<file path="config.mk">
export PLATFORM = sky130hd
export DESIGN_NAME = riscv_bp_ctrl
export DESIGN_NICKNAME = d
export VERILOG_FILES = /design/src/rtl/riscv_bp_ctrl.sv
export SDC_FILE = /design/constraint.sdc
export NUM_CORES = 1
export LEC_CHECK = 0
export CORE_ASPECT_RATIO = 0.5
export CORE_MARGIN = 5
export CORE_UTILIZATION = 55
export DETAILED_ROUTE_END_ITERATION = 8
export PLACE_DENSITY_LB_ADDON = 0.15
export RECOVER_POWER = 100
export SLEW_MARGIN = 20
export SYNTH_ARGS = -nofsm -noshare
export SYNTH_HDL_FRONTEND = slang
export SYNTH_SLANG_ARGS = --single-unit
</file>
<file path="constraint.sdc">
create_clock -name clk_i -period 6.1 [get_ports clk_i]
set_clock_uncertainty 0.15 [all_clocks]
set_input_delay 0.61 -clock clk_i [delete_from_list [all_inputs] [get_ports clk_i]]
set_output_delay 0.61 -clock clk_i [all_outputs]
set_load 0.1 [all_outputs]
</file>
<file path="src/rtl/riscv_bp_ctrl.sv">
// Write-port controller for the branch-prediction pattern table: clears the
// table after reset/flush, buffers branch-unit updates and gates prediction use.
module riscv_bp_ctrl #(
  parameter int          ADR_BITS   = 12,
  parameter logic [1:0]  INIT_VALUE = 2'b01,
  parameter int          FIFO_DEPTH = 4
) (
  input  logic                clk_i,
  input  logic                rst_i,
  input  logic                flush_i,
  input  logic                upd_valid_i,
  input  logic [ADR_BITS-1:0] upd_addr_i,
  input  logic [1:0]          upd_data_i,
  output logic                upd_drop_o,
  output logic                ram_we_o,
  output logic [ADR_BITS-1:0] ram_waddr_o,
  output logic [1:0]          ram_wdata_o,
  output logic                busy_o,
  output logic                bp_valid_o
);

  localparam int PW = (FIFO_DEPTH > 1) ? $clog2(FIFO_DEPTH) : 1;
  localparam logic [ADR_BITS-1:0] LAST_ADR = '1;
  localparam logic [PW:0]         FULL_CNT = (PW+1)'(FIFO_DEPTH);

  typedef enum logic {CLEAR, RUN} state_e;

  state_e              state_q, state_d;
  logic [ADR_BITS-1:0] cnt_q, cnt_d;
  logic [PW-1:0]       rd_q, rd_d, wr_q, wr_d;
  logic [PW:0]         fcnt_q, fcnt_d;
  logic [ADR_BITS+1:0] fifo_q [FIFO_DEPTH];

  logic                we_q, we_d, drop_q, drop_d, bpv_q, bpv_d;
  logic [ADR_BITS-1:0] waddr_q, waddr_d;
  logic [1:0]          wdata_q, wdata_d;
  logic                push, pop, full, empty;

  assign full  = (fcnt_q == FULL_CNT);
  assign empty = (fcnt_q == '0);

  always_comb begin
    state_d = state_q;
    cnt_d   = cnt_q;
    rd_d    = rd_q;
    wr_d    = wr_q;
    fcnt_d  = fcnt_q;
    we_d    = 1'b0;
    waddr_d = waddr_q;
    wdata_d = wdata_q;
    drop_d  = 1'b0;
    bpv_d   = (state_q == RUN);
    push    = 1'b0;
    pop     = 1'b0;
    if (flush_i) begin
      // The flush cycle issues no write; the restarted walk begins next cycle.
      state_d = CLEAR;
      cnt_d   = '0;
      rd_d    = '0;
      wr_d    = '0;
      fcnt_d  = '0;
      drop_d  = upd_valid_i;
      bpv_d   = 1'b0;
    end else if (state_q == CLEAR) begin
      we_d    = 1'b1;
      waddr_d = cnt_q;
      wdata_d = INIT_VALUE;
      cnt_d   = cnt_q + 1'b1;
      if (cnt_q == LAST_ADR) state_d = RUN;
      if (upd_valid_i) begin
        if (full) drop_d = 1'b1;
        else      push   = 1'b1;
      end
    end else if (!empty) begin
      // Drain in arrival order; a concurrent update queues behind the head.
      pop                = 1'b1;
      we_d               = 1'b1;
      {waddr_d, wdata_d} = fifo_q[rd_q];
      rd_d               = rd_q + 1'b1;
      push               = upd_valid_i;
    end else if (upd_valid_i) begin
      we_d    = 1'b1;
      waddr_d = upd_addr_i;
      wdata_d = upd_data_i;
    end
    if (push) wr_d = wr_q + 1'b1;
    if (push && !pop)      fcnt_d = fcnt_q + 1'b1;
    else if (pop && !push) fcnt_d = fcnt_q - 1'b1;
  end

  always_ff @(posedge clk_i) begin
    if (rst_i) begin
      state_q <= CLEAR;
      cnt_q   <= '0;
      rd_q    <= '0;
      wr_q    <= '0;
      fcnt_q  <= '0;
      we_q    <= 1'b0;
      waddr_q <= '0;
      wdata_q <= '0;
      drop_q  <= 1'b0;
      bpv_q   <= 1'b0;
    end else begin
      state_q <= state_d;
      cnt_q   <= cnt_d;
      rd_q    <= rd_d;
      wr_q    <= wr_d;
      fcnt_q  <= fcnt_d;
      we_q    <= we_d;
      waddr_q <= waddr_d;
      wdata_q <= wdata_d;
      drop_q  <= drop_d;
      bpv_q   <= bpv_d;
    end
  end

  always_ff @(posedge clk_i) begin
    if (push) fifo_q[wr_q] <= {upd_addr_i, upd_data_i};
  end

  assign upd_drop_o  = drop_q;
  assign ram_we_o    = we_q;
  assign ram_waddr_o = waddr_q;
  assign ram_wdata_o = wdata_q;
  assign busy_o      = (state_q == CLEAR);
  assign bp_valid_o  = bpv_q;

endmodule

</file>
[Word-level counts from Yosys, hierarchy flattened]
Memory sizes are Yosys's and may differ from the RTL's. A register that Yosys moved wholly into a read port is not among the register bits.
Cells that the tools add are included.
Cells by class
  reduce and logical (&&, ||, !) cells: 10
  equality and inequality tests: 3
  multiplexer cells: 32
  bitwise gates (word level): 3
  $add $sub $neg: 5
Operator list (number)
  2-to-1 mux 12 bit: 3
  2-to-1 mux 1 bit: 19
  2-to-1 mux 2 bit: 7
  adder 12 x 1 -> 12 bit, second input constant: 1
  equality test 12 bit, second input constant: 1
  2-to-1 mux 3 bit: 3
  adder 2 x 1 -> 2 bit, second input constant: 2
  AND reduction 2 bit: 2
  adder 3 x 1 -> 3 bit, second input constant: 1
  equality test 3 bit, second input constant: 1
  zero test 3 bit: 1
  != test 3 bit, second input constant: 1
  inverter 1 bit: 3
  nonzero test 3 bit: 1
  subtractor 3 x 1 -> 3 bit, second input constant: 1
  logical AND 1 bit: 2
  zero test 1 bit: 2
  nonzero test 2 bit: 1
  OR reduction 2 bit: 1
Word-level totals
  register bits after elaboration: 37
  bits in writable memories: 56
  logic and storage cells: 64
  input port bits: 18
  memories: 1
  output and inout port bits: 18
Memories
  fifo_q: words 4, width 14, rd ports 1, clocked after memory_dff 1, wr ports 1, RTL line 32  | logic [ADR_BITS+1:0] fifo_q [FIFO_DEPTH];

[Logic depth before layout (Yosys ltp)]
  word-level depth: 9
  gate-level depth with buffers: 8

[Worst setup path after synthesis]
Ideal clock, no wire load.
  path kind: input to register
  start: input port upd_valid_i
  end: memory fifo_q[0][0] in the netlist's numbering (enable)
  path slack: 3977 ps
  arrival: 1606 ps
  stages on the path: 4
  cell sequence: inv_1 > a21oi_1 > nor2b_1 > and2_1
Between the ends
  word-level cells in the longest chain between the ends: 5
RTL lines
  start: declaration: RTL line 11  | input logic upd_valid_i,
  2-to-1 mux 1 bit (on tied branches): RTL line 70, 74
  2-to-1 mux 1 bit (*): RTL line 64  | end else if (state_q == CLEAR) begin
  2-to-1 mux 1 bit (*): RTL line 55  | if (flush_i) begin
  2-to-1 mux 1 bit (*): RTL line 118  | if (push) fifo_q[wr_q] <= {upd_addr_i, upd_data_i};
  2-to-1 mux 1 bit (not written as such) (*): RTL line 118
  end: declaration: RTL line 32
Mark *: on every way between the ends. The rest lies on a longest branch, timed or not.

[Final worst setup path]
  start: register state_q
  end: output port busy_o
Between the ends
  word-level cells in the longest chain between the ends: 1
RTL lines
  start: declaration: RTL line 28  | state_e state_q, state_d;
  start signal: assignment: RTL line 104  | state_q <= state_d;
  inverter 1 bit: RTL line 125  | assign busy_o = (state_q == CLEAR);
  end: declaration: RTL line 18  | output logic busy_o,
No other way between the ends.

==> results.py <==
metrics = {
    "global_routing": {
        "grt_pass1_wl_um": 13610,
        "grt_overflow": 0,
        "grt_max_degree": 24,
        "grt_usage": 0.2004,
        "grt_antenna_before_repair": 0,
        "first_global_vias": 2508,
    },
    "timing": {
        "tns_ps": 0,
        "layout_worst_path_cycle_share": 0.5729,
        "rsz0062_at_grt": "no",
        "max-slew-margin-rel": -0.02426,
        "worst_pin_slew_ps": 1536,
        "hold_viol": 0,
        "fin_crit_ps": 3495,
        "drv_slew": 16,
        "setup_viol": 0,
        "whs_ps": 345.5,
        "clock.fmax_mhz": 286.1,
    },
    "clock_tree": {
        "cts_sinks": 95,
        "cts-root-buf": "clkbuf_16",
        "postCtsSetupRepairBufs": 0,
        "cts_buffers": 9,
        "insertion_delay_ps": 350,
        "path_clk_slew_ps": 70,
        "cts_resized": 0,
        "cts_tree": "built",
        "hold_buffers": 0,
        "htree_num_levels": 3,
        "cts.path.max_buffers": 2,
    },
    "layout": {
        "finalNetCount": 347,
        "synthToLayoutAreaGrowth_pct": 16.00,
        "antenna_cells": 0,
        "drive_gt1_frac": 0.1227,
        "final_core_util": 0.6452,
        "fin_cells": 422,
    },
    "run": {
        "cap_violations": 1,
    },
    "die": {
        "coreArea_sq_um": 7212,
        "die-area_sq_um": 9205,
        "die_w_um": 130.8,
        "initial_core_util": 0.5562,
        "pin_count": 36,
        "die_y_um": 70.39,
        "placementRows": 22,
    },
    "drt": {
        "dr.first_iter.drc_count": 209,
        "finalWirelength_um": 8561,
        "drc": 0,
        "dr.pass1.iters": 4,
        "viasPerCell": 5.910,
        "wire_per_inst_um": 20.29,
        "final_antenna_net_count": 0,
        "dr_total_vias": 2494,
    },
    "status": {
        "outcome": "finished, violations left",
        "violations": "max-capacitance violations, max-slew violations",
    },
    "synthesis": {
        "syn_area_per_cell_sq_um": 13.74,
        "synth-edff-count": 56,
        "synth_seq_cells": 95,
        "async_reset_ff_frac": 0,
        "yosys_warnings": 0,
        "ys_seq_area_frac": 0.6138,
        "ys_types": 46,
        "syn-instance-count": 292,
        "synth_area_leaders": "edfxtp_1 (42%), dfxtp_1 (19%), mux4_2 (7.9%), nor2_1 (3.2%), a221oi_2 (2.6%)",
        "synth_area_sq_um": 4011,
        "synth_top_area_cell": "edfxtp_1",
        "synth_top_flop_cell": "edfxtp_1",
        "synth_top_area_frac": 0.4192,
        "syn_nets": 318,
    },
    "power": {
        "fin_total_pwr_w": 0.001410,
        "ir_drop_mv": 0.1690,
        "p_per_area_nw_per_um2": 303.0,
        "p_leak_nw": 1.556,
    },
    "placed_design": {
        "placed_cells": 406,
        "io_buffer_count": 35,
        "dp_hpwl_um": 5684,
        "routabilityCongestion": 0.7597,
    },
    "worst_setup_path": {
        "cp_cell_sequence": "inv_1 -> dlygate4sd3_1",
        "cp.arrival_ps": 2730,
        "cp-end-kind": "primary output",
        "crit_buf_inv": 2,
        "critPathTopFamily": "buffers and inverters",
        "slowest_stage": "dlygate4sd3_1",
        "worstSetupPathType": "flip-flop to primary output",
        "critPathLaunchType": "flip-flop",
        "crit_required_ps": 5340,
        "max_stage_delay_ps": 1300,
        "cp_max_fo": 20,
    },
    "hold_path": {
        "worstHoldPathType": "flip-flop to flip-flop",
    },
}
-- cell families after synthesis --
| kind of cell | synth area share |
|---|---|
| XOR/XNOR | 0.03057 |
| buffers and inverters | 0.03306 |
| multiplexers | 0.08359 |
| AO/OA/AOI/OAI | 0.1045 |
| adder cells (fa/ha/maj) | 0.02745 |
| AND/OR/NAND/NOR | 0.1070 |
| flip-flops | 0.6138 |
-- through the flow --
step / area, sq um / setup WS (ps)
final: 4653 / 2605
after CTS: 4697 / 2643
after global routing: 4653 / 2488
after global placement: 4375 / 2978
after detailed placement: 4375 / 2872
after floorplan: 4011 / 3977
-- flip-flops by register name (all words and copies together) (netlist names), named ones only --
| signal | cells |
|---|---|
| rd_q | 2 |
| cnt_q | 12 |
| ram_wdata_o | 2 |
| upd_drop_o | 1 |
| fcnt_q | 3 |
| state_q | 1 |
| ram_we_o | 1 |
| wr_q | 2 |
| ram_waddr_o | 12 |
| bp_valid_o | 1 |
| fifo_q | 56 |
-- final timing paths --
path,from,to,slack (ps),cells past startpoint
setup / recovery,state_q,busy_o,2610,2
hold / removal,ram_wdata_o[1],ram_wdata_o[1],350,2
setup reg to reg,fcnt_q[1],ram_waddr_o[11],2920,6
hold reg to reg,ram_wdata_o[1],ram_wdata_o[1],350,2
-- metal layers --
metal,vias up,global-route usage,part of all wire
met5,-,0,0
met4,0,0.06157,0.016
met3,17,0.06417,0.075
met2,89,0.3066,0.47
met1,1244,0.2732,0.44
li1,1144,-,-
-- worst register-to-register path, stage by stage, from the launching register on --
cell and delay (ps):
dfxtp_1 410, inv_1 90, ha_1 270, and3b_1 470, a21oi_1 1300, nor2_1 120, a211oi_1 280
-- layout make-up --
cell class,instances,area [sq um]
inverter,7,26.28
clock buffer,9,225.2
multi-input combinational,173,1373
timing repair buffer,35,350.3
tap,96,120.1
fill,543,2559
sequential,95,2462
clock inverter,7,96.34
-- synth_stat cells (2+ instances only) --
cell type / instances
a211oi_1: 4
a211oi_2: 7
a21oi_1: 9
a221oi_1: 3
a221oi_2: 7
a311oi_1: 3
and2_1: 6
buf_2: 3
buf_4: 4
buf_6: 3
clkbuf_1: 5
dfxtp_1: 39
edfxtp_1: 56
ha_1: 8
inv_1: 7
mux2i_1: 2
mux4_2: 14
nand2_1: 17
nand2b_1: 6
nand3_1: 5
nand4_1: 2
nor2_1: 34
nor2b_1: 4
nor3_1: 4
nor4_1: 2
o21ai_0: 5
or3_1: 2
xnor2_1: 8
xor2_1: 6
-- placed cells by master (no fill, tap or decap), drive strengths merged, types with 8 or more instances in the layout --
master        n
nand2        17
inv           8
mux4         14
ha            8
a21oi        10
nor2         34
xnor2         8
dlygate4sd3  34
clkbuf        9
a221oi       10
a211oi       11
dfxtp        39
edfxtp       56
-- power breakdown --
group / switching [W] / internal [W]
logic: 0.0000769 / 0.0000303
clock network: 0.000245 / 0.000360
registers: 0.00000605 / 0.000692
(Power assumes the default switching activity.)
